File: src/rtl/multdiv_unit.sv
// multdiv_unit: multi-cycle signed 32-bit multiply/divide for the execute stage.
// Multiply uses radix-4 Booth (16 steps). Divide uses non-restoring division on
// magnitudes (32 steps), with the sign fixed up at the end.
// Optional macro MULTDIV_REMAINDER_EN adds the data_remainder output.
module multdiv_unit #(
  parameter int WIDTH = 32
) (
  input  logic             clock,
  input  logic             reset,
  input  logic             ctrl_MULT,
  input  logic             ctrl_DIV,
  input  logic [WIDTH-1:0] data_operandA,
  input  logic [WIDTH-1:0] data_operandB,
  output logic [WIDTH-1:0] data_result,
  output logic             data_exception,
  output logic             data_resultRDY,
`ifdef MULTDIV_REMAINDER_EN
  output logic [WIDTH-1:0] data_remainder,
`endif
  output logic             busy
);

  localparam logic [1:0] IDLE = 2'd0;
  localparam logic [1:0] MULT = 2'd1;
  localparam logic [1:0] DIV  = 2'd2;
  localparam logic [1:0] DONE = 2'd3;

  localparam logic [WIDTH-1:0] MIN_NEG = {1'b1, {(WIDTH-1){1'b0}}};

  logic [1:0] state;
  logic [4:0] cnt;
  logic       err_sticky;

  // Booth state: {mhi, mlo, mq} is the 66-bit partial-product register.
  logic [WIDTH:0]   mhi;
  logic [WIDTH-1:0] mlo;
  logic             mq;
  logic [WIDTH-1:0] mcand;

  // Divider state: signed partial remainder, quotient/dividend shift reg, divisor magnitude.
  logic [WIDTH:0]   drem;
  logic [WIDTH-1:0] dquo;
  logic [WIDTH-1:0] dvsr;
  logic             dneg;
  logic             dzero;
  logic             dovf;
`ifdef MULTDIV_REMAINDER_EN
  logic             dasign;
`endif

  logic start_mul, start_div;
  logic [WIDTH-1:0] a_mag, b_mag;

  logic [WIDTH+1:0] mc_ext, booth_add, booth_sum;
  logic [WIDTH:0]   mhi_n;
  logic [WIDTH-1:0] mlo_n;
  logic             mq_n;
  logic [2*WIDTH-1:0] prod;
  logic             mul_ovf;

  logic [WIDTH:0]   dshift, drem_n;
  logic [WIDTH-1:0] dquo_n, q_fix;
`ifdef MULTDIV_REMAINDER_EN
  logic [WIDTH:0]   rrest;
  logic [WIDTH-1:0] r_fix;
`endif

  assign start_mul = ctrl_MULT & ~ctrl_DIV;
  assign start_div = ctrl_DIV & ~ctrl_MULT;
  assign a_mag = data_operandA[WIDTH-1] ? -data_operandA : data_operandA;
  assign b_mag = data_operandB[WIDTH-1] ? -data_operandB : data_operandB;

  assign busy           = (state != IDLE);
  assign data_resultRDY = (state == DONE);

  // One radix-4 Booth step: add the selected multiple, then shift right by two.
  always_comb begin
    mc_ext = {{2{mcand[WIDTH-1]}}, mcand};
    booth_add = '0;
    case ({mlo[1:0], mq})
      3'b001, 3'b010: booth_add = mc_ext;
      3'b011:         booth_add = mc_ext << 1;
      3'b100:         booth_add = -(mc_ext << 1);
      3'b101, 3'b110: booth_add = -mc_ext;
      default:        booth_add = '0;
    endcase
    booth_sum = {mhi[WIDTH], mhi} + booth_add;
    mhi_n     = {booth_sum[WIDTH+1], booth_sum[WIDTH+1:2]};
    mlo_n     = {booth_sum[1:0], mlo[WIDTH-1:2]};
    mq_n      = mlo[1];
    prod      = {mhi_n[WIDTH-1:0], mlo_n};
    // Overflow unless the upper 33 bits are a pure sign extension.
    mul_ovf   = !((&prod[2*WIDTH-1:WIDTH-1]) || (~|prod[2*WIDTH-1:WIDTH-1]));
  end

  // One non-restoring divide step plus the final sign and remainder fix-up.
  always_comb begin
    dshift = {drem[WIDTH-1:0], dquo[WIDTH-1]};
    if (drem[WIDTH]) drem_n = dshift + {1'b0, dvsr};
    else             drem_n = dshift - {1'b0, dvsr};
    dquo_n = {dquo[WIDTH-2:0], ~drem_n[WIDTH]};
    q_fix  = dneg ? -dquo_n : dquo_n;
`ifdef MULTDIV_REMAINDER_EN
    rrest  = drem_n[WIDTH] ? (drem_n + {1'b0, dvsr}) : drem_n;
    r_fix  = dasign ? -rrest[WIDTH-1:0] : rrest[WIDTH-1:0];
`endif
  end

  // Control FSM, datapath registers and held result.
  always_ff @(posedge clock) begin
    if (reset) begin
      state          <= IDLE;
      cnt            <= '0;
      err_sticky     <= 1'b0;
      mhi            <= '0;
      mlo            <= '0;
      mq             <= 1'b0;
      mcand          <= '0;
      drem           <= '0;
      dquo           <= '0;
      dvsr           <= '0;
      dneg           <= 1'b0;
      dzero          <= 1'b0;
      dovf           <= 1'b0;
      data_result    <= '0;
      data_exception <= 1'b0;
`ifdef MULTDIV_REMAINDER_EN
      dasign         <= 1'b0;
      data_remainder <= '0;
`endif
    end else begin
      if (ctrl_MULT && ctrl_DIV) err_sticky <= 1'b1;
      if (start_mul) begin
        state <= MULT;
        cnt   <= '0;
        mhi   <= '0;
        mlo   <= data_operandB;
        mq    <= 1'b0;
        mcand <= data_operandA;
      end else if (start_div) begin
        state <= DIV;
        cnt   <= '0;
        drem  <= '0;
        dquo  <= a_mag;
        dvsr  <= b_mag;
        dneg  <= data_operandA[WIDTH-1] ^ data_operandB[WIDTH-1];
        dzero <= (data_operandB == '0);
        dovf  <= (data_operandA == MIN_NEG) && (&data_operandB);
`ifdef MULTDIV_REMAINDER_EN
        dasign <= data_operandA[WIDTH-1];
`endif
      end else begin
        case (state)
          MULT: begin
            mhi <= mhi_n;
            mlo <= mlo_n;
            mq  <= mq_n;
            cnt <= cnt + 5'd1;
            if (cnt == 5'd15) begin
              state          <= DONE;
              data_result    <= prod[WIDTH-1:0];
              data_exception <= mul_ovf;
            end
          end
          DIV: begin
            drem <= drem_n;
            dquo <= dquo_n;
            cnt  <= cnt + 5'd1;
            if (cnt == 5'd31) begin
              state          <= DONE;
              data_result    <= dzero ? '0 : q_fix;
              data_exception <= dzero | dovf;
`ifdef MULTDIV_REMAINDER_EN
              data_remainder <= dzero ? '0 : r_fix;
`endif
            end
          end
          DONE:    state <= IDLE;
          default: state <= IDLE;
        endcase
      end
    end
  end

endmodule
File: config.mk
export PLATFORM = sky130hd
export DESIGN_NAME = multdiv_unit
export DESIGN_NICKNAME = d
export VERILOG_FILES = /design/src/rtl/multdiv_unit.sv
export SDC_FILE = /design/constraint.sdc
export NUM_CORES = 1
export LEC_CHECK = 0
export BUFFER_PORTS_ARGS = -buffer_cell sky130_fd_sc_hd__buf_2
export CORE_MARGIN = 5
export CORE_UTILIZATION = 55
export DETAILED_ROUTE_END_ITERATION = 8
export PLACE_DENSITY = 0.73
export SLEW_MARGIN = 20
export SYNTH_ARGS = -nofsm -noshare
export SYNTH_HDL_FRONTEND = slang
export SYNTH_SLANG_ARGS = --single-unit
File: constraint.sdc
create_clock -name clock -period 19.62 [get_ports clock]
set_input_delay 5.886 -clock clock [delete_from_list [all_inputs] [get_ports clock]]
set_output_delay 5.886 -clock clock [all_outputs]
set_load 0.02 [all_outputs]
==> flow_summary.ini, run 1 <==
[global_route]
antenna_found_initial = 0
grt_pass1_wl_microns = 81580
grt_overflow = 0
grt_pass1_vias = 15480
gr-usage-all-layers_pct = 27.49
grt_max_degree = 104

[yosys]
muxShareOfSynthArea_pct = 5.408
synth.top_cells.by_area = dfxtp_1 (27%), nor2_1 (7.9%), xor2_1 (6.8%)
synthAdderAreaFrac_pct = 6.008
synthCells = 2283
synth_compound_area_share_pct = 24.33
synth_top_family_by_area = compound AO/OA/AOI/OAI gates
synthFlopType = dfxtp_1
async_flop_share_pct = 0
synth_sequential_area_ratio_pct = 27.38
synthesis.nets = 2433
synthXorXnorAreaFrac_pct = 10.31
netlist_area_sq_um = 17330
synthSimpleGateAreaFrac_pct = 21.92
synth_edf_count = 0
synth_cell_types = 72
synth_largest_area_cell = dfxtp_1
synth_top_area_share_pct = 27.38
synth_area_per_cell_sq_um = 7.590
synth-seq-cells = 237
synth_warnings = 0

[floorplanning]
die_w_microns = 187.5
rows = 65
io_pins = 103
die-area_sq_um = 35150
core_sq_um = 31310
die_h_microns = 187.5
start_util_pct = 55.34

[setup_path]
r2r-end = data_result[28]
crit_required_ns = 20.01
reg2reg_slack_ns = 12.06
cpMostUsedCell = or3_4
path_cells = buf_2 -> or4_4 -> or3_4 -> or3_4 -> or3_4 -> or4_4 -> or3_4 -> or4_4 -> o31ai_4 -> xor2_1 -> a211oi_1
cp-start-kind = primary input
ff2ff_path_depth = 26
path_class = primary input to register
critical_path.top_delay_family = simple AND/OR/NAND/NOR gates
arrival_ns = 9.54
critical_path.endpoint_type = register
r2r-start = dvsr[5]
path_buf_inv = 1
critPathMaxStageDelay_ns = 0.54
cp_max_fo = 4
slowest_stage = or4_4

[hold_path]
hold_path_end = mhi[20]
hp-start = mhi[20]
hold_path_depth = 2
hold_class = register to register

[cts]
clk_latency_ns = 0.55
cts.reportedPaths.clkPinSlew_ns = 0.06
cts-resized-gates = 0
cts-htree-levels = 1
clockRootBuffer = clkbuf_16
clockBufferDepth = 3
numCtsBuffers = 28
cts_sinks = 237
cts_setup_buffers = 0
hold_buffers = 0
cts_tree = done

[sta]
slew_headroom_pct = 31.66
final_max_slew_viol_count = 0
tightest_slew_ns = 1.011
maxClockFrequency_mhz = 109.3
worst_slack_ns = 10.47
post-route-period-util_pct = 46.62
clock_skew_ns = 0.01096
post-route-min-period_ns = 9.147
whs_ns = 0.4625
timing.final.hold_violations = 0
rsz0062_at_grt = no
setup_violations = 0
final.setup.tns_ns = 0

[routing]
via_per_inst = 6.307
routedWlPerCell_microns = 18.96
drtIter0Drc = 1542
vias = 16940
ant_nets = 0
drc_errors = 0
totalWireLength_microns = 50920
firstDrtPassIters = 6

[place]
dp_slack_ns = 9.954
io_buffers = 102
dp.final_hpwl_microns = 36790
place_congestion = 0.9346

[final_layout]
layout-drive-gt1-share_pct = 8.406
fin_nets = 2416
final_util_pct = 60.32
layout_common_cells = nor2_1 (365), dfxtp_1 (237), nand2_1 (165), a21oi_1 (153), xor2_1 (134)
area_growth_pct = 8.990
final_common_cell = nor2_1
diodes = 0

[power_and_ir_drop]
vdd_ir_drop_max_mv = 0.06847
p_leak_nw = 7.464
p_per_area_nw_per_um2 = 119.1
total_power_w = 0.002249

[run_status]
status = finished, final reports clean

[run]
cap_violations = 0
-- logic make-up after synthesis --
logic type | Yosys count
adder cells (fa/ha/maj) | 82
AO/OA/AOI/OAI | 632
buffers and inverters | 214
AND/OR/NAND/NOR | 821
XOR/XNOR | 204
multiplexers | 93
flip-flops | 237
-- synth_stat cells, types with 8 or more instances --
master and n:
and3_1 9, nor3_1 62, inv_1 48, a211oi_1 116, a21oi_1 153, or3_1 38, o31ai_1 33, ha_1 80
nor2b_1 21, mux2i_1 88, o21a_1 8, or4_1 18, nor4_1 32, a22oi_1 29, clkbuf_1 145, nand3_1 21
a22o_1 10, o21ai_0 109, nand4_1 25, a221oi_1 32, o41ai_1 9, nand2_1 165, or2_2 9, nand2b_1 24
nor2_1 366, a21o_1 26, xnor2_1 70, o221ai_1 8, buf_1 20, a31oi_1 26, o21bai_1 11, dfxtp_1 237
xor2_1 134
-- per-stage QoR --
step	cells	instance area, sq um
floorplan	2283	17330
global placement	2638	17890
detailed placement	2638	17900
CTS	2686	18890
global route	2686	18890
finish	2686	18890
-- worst max path at each step --
| stage | startpoint | to | slack (ns) | cells past startpoint |
|---|---|---|---|---|
| finish | data_operandB[6] | dvsr[30] | 10.47 | 11 |
| floorplan | data_operandB[6] | dvsr[30] | 10.23 | 10 |
| global placement | data_operandB[6] | dvsr[30] | 9.98 | 11 |
| detailed placement | data_operandB[6] | dvsr[30] | 9.95 | 11 |
| CTS | data_operandB[6] | dvsr[30] | 10.51 | 11 |
| global route | data_operandB[6] | dvsr[30] | 10.40 | 11 |
-- registers in the layout, summed over array words and instances, names as in the netlist --
name	flops
state	2
mq	1
mlo	32
drem	33
dovf	1
mcand	32
dvsr	32
dzero	1
data_exception	1
mhi	32
cnt	5
dneg	1
data_result	32
dquo	32
-- tightest hold or removal path, stage by stage (launching register included) --
cell and delay (ns):
dfxtp_1 0.31, nand2_1 0.05, a21oi_1 0.05
-- layer usage --
metal	part of all wire, %	global-route usage [%]
met3	6.8	2.885
met1	43	37.44
met2	46	45.37
met5	0	0
met4	4.2	10.16
-- final cells by class --
| type | instances | area (sq um) |
|---|---|---|
| Clock inverter | 11 | 202.7 |
| Tap cell | 402 | 503.0 |
| Fill cell | 2832 | 12430 |
| Sequential cell | 237 | 4745 |
| Timing Repair Buffer | 118 | 636.9 |
| Inverter | 49 | 183.9 |
| Clock buffer | 37 | 784.5 |
| Multi-Input combinational cell | 1832 | 11830 |
-- report_power, final --
part | switching (W) | internal [W] | total [W] | leakage [nW]
sequential | 0.0000605 | 0.000548 | 0.000608 | 1.94
clock | 0.000215 | 0.000345 | 0.000560 | 0.472
combinational | 0.000658 | 0.000423 | 0.00108 | 5.06
Note: power is estimated with default switching activity, not from simulation.
==> run 2, diff against run 1 <==
PLACE_DENSITY = 0.76   (was 0.73)
clock period = 8.3 ns   (was 19.62 ns; I/O delays follow)
==> run 2 against run 1 <==
Against the previous run:
- critical path depth rose by 15
- combinational power rose by 130%
- count of clock-buffer cells in the layout fell by 1
- total power rose by 130%
- clock power rose by 130%
- sequential share of layout area rose by 0.052 points
- design area fell by 0.21%
- register-to-register slack got worse by 11 ns
- largest cell class unchanged
- non-clock buffer count did not move
- setup slack got worse by 9.4 ns
- sequential cell count did not move
==> flow_summary.ini, run 2 (same netlist as run 1, synthesis figures left out) <==
[routing]
totalWireLength_microns = 51080
vias = 16910
via_per_inst = 6.295
drtIter0Drc = 1490
ant_nets = 0
drc_errors = 0
routedWlPerCell_microns = 19.02
firstDrtPassIters = 6

[place]
dp.final_hpwl_microns = 37300
place_congestion = 0.9460
io_buffers = 102

[setup_path]
cp-start-kind = register
path_buf_inv = 0
critical_path.endpoint_type = register
path_class = register to register
slowest_stage = or4_1
critical_path.top_delay_family = simple AND/OR/NAND/NOR gates
critPathMaxStageDelay_ns = 0.59
arrival_ns = 7.59
path_depth = 26
cp_max_fo = 5
crit_required_ns = 8.69
reg2reg_slack_ns = 1.10
ff2ff_path_depth = 26

[hold_path]
hold_path_depth = 2
hold_class = register to register

[sta]
slew_headroom_pct = 23.76
timing.final.hold_violations = 0
final.setup.tns_ns = 0
whs_ns = 0.4627
tightest_slew_ns = 1.144
final_max_slew_viol_count = 0
post-route-period-util_pct = 86.73
rsz0062_at_grt = no
maxClockFrequency_mhz = 138.9
post-route-min-period_ns = 7.199
clock_skew_ns = 0.01157
setup_violations = 0

[global_route]
antenna_found_initial = 1
grt_pass1_wl_microns = 82100
grt_max_degree = 129
gr-usage-all-layers_pct = 27.69
grt_overflow = 0
grt_pass1_vias = 15600

[floorplanning]
io_pins = 103
die-area_sq_um = 35150
die_h_microns = 187.5
die_w_microns = 187.5
core_sq_um = 31310
rows = 65
start_util_pct = 55.34

[final_layout]
area_growth_pct = 8.766
layout-drive-gt1-share_pct = 8.363
fin_nets = 2415
regMostFlops = drem
final_common_cell = nor2_1
largest_register_ffs = 33
final_util_pct = 60.19
diodes = 0
layout_common_cells = nor2_1 (365), dfxtp_1 (237), nand2_1 (165), a21oi_1 (153), xor2_1 (134)

[power_and_ir_drop]
p_leak_nw = 7.448
vdd_ir_drop_max_mv = 0.1743
p_per_area_nw_per_um2 = 279.3

[cts]
clockRootBuffer = clkbuf_16
cts_tree = done
cts-htree-levels = 1
cts_setup_buffers = 0
numCtsBuffers = 27
cts_sinks = 237
cts.reportedPaths.clkPinSlew_ns = 0.06
clockBufferDepth = 3
hold_buffers = 0
clk_latency_ns = 0.55
cts-resized-gates = 0

[run]
cap_violations = 0

[run_status]
status = finished, final reports clean
-- run 2: cell count changes in the layout (fill, tap and decap cells not counted) --
| cell | delta |
|---|---|
| nor3_2 | -1 |
| clkinv_2 | +2 |
| clkbuf_16 | -1 |
| xnor2_1 | -1 |
| clkinv_4 | +1 |
| nor3_1 | +1 |
| clkbuf_8 | -1 |
| clkbuf_1 | +1 |
| inv_6 | -1 |
| xnor2_2 | +1 |
| clkinv_8 | -1 |
-- run 2: tightest hold or removal path: cells and delay by family (launching register included) --
family / cells / cell delay, ns
flip-flops: 1 / 0.31
AND/OR/NAND/NOR: 1 / 0.05
AO/OA/AOI/OAI: 1 / 0.05
-- run 2: cell type report --
type	instances	area, sq um
fillers	2870	12460
multi-input cells	1832	11830
flip-flops and latches	237	4745
clock buffers	36	749.5
repair buffers	118	636.9
well taps	402	503.0
clock inverters	12	196.4
inverters	49	183.9
-- run 2: path summary, 6_finish.rpt --
check                           startpoint               to
worst min register to register     mhi[13]          mhi[13]
worst min-delay path               mhi[13]          mhi[13]
worst max register to register     dvsr[6]  data_result[28]
worst max-delay path               dvsr[6]  data_result[28]
-- run 2: routing by layer --
layer	up-vias	track usage, %	wire length, microns
li1	8238	-	-
met1	7964	37.72	22090
met2	594	44.87	23200
met3	111	4.430	3824
met4	2	9.543	1965
met5	-	0	7
-- run 2: report_power, final --
| group | switching, W | internal [W] |
|---|---|---|
| registers | 0.000150 | 0.00129 |
| clock network | 0.000500 | 0.000787 |
| logic | 0.00153 | 0.00100 |
-- run 2: per-stage QoR --
step | power [W] | instance area (sq um) | worst slack, ns | cells
floorplan | 0.003377 | 17330 | 1.923 | 2283
global placement | 0.003905 | 17890 | 1.287 | 2638
detailed placement | 0.003947 | 17890 | 1.182 | 2638
CTS | 0.005251 | 18840 | 1.098 | 2686
global route | 0.005614 | 18850 | 0.4028 | 2686
finish | 0.005264 | 18850 | 1.101 | 2686
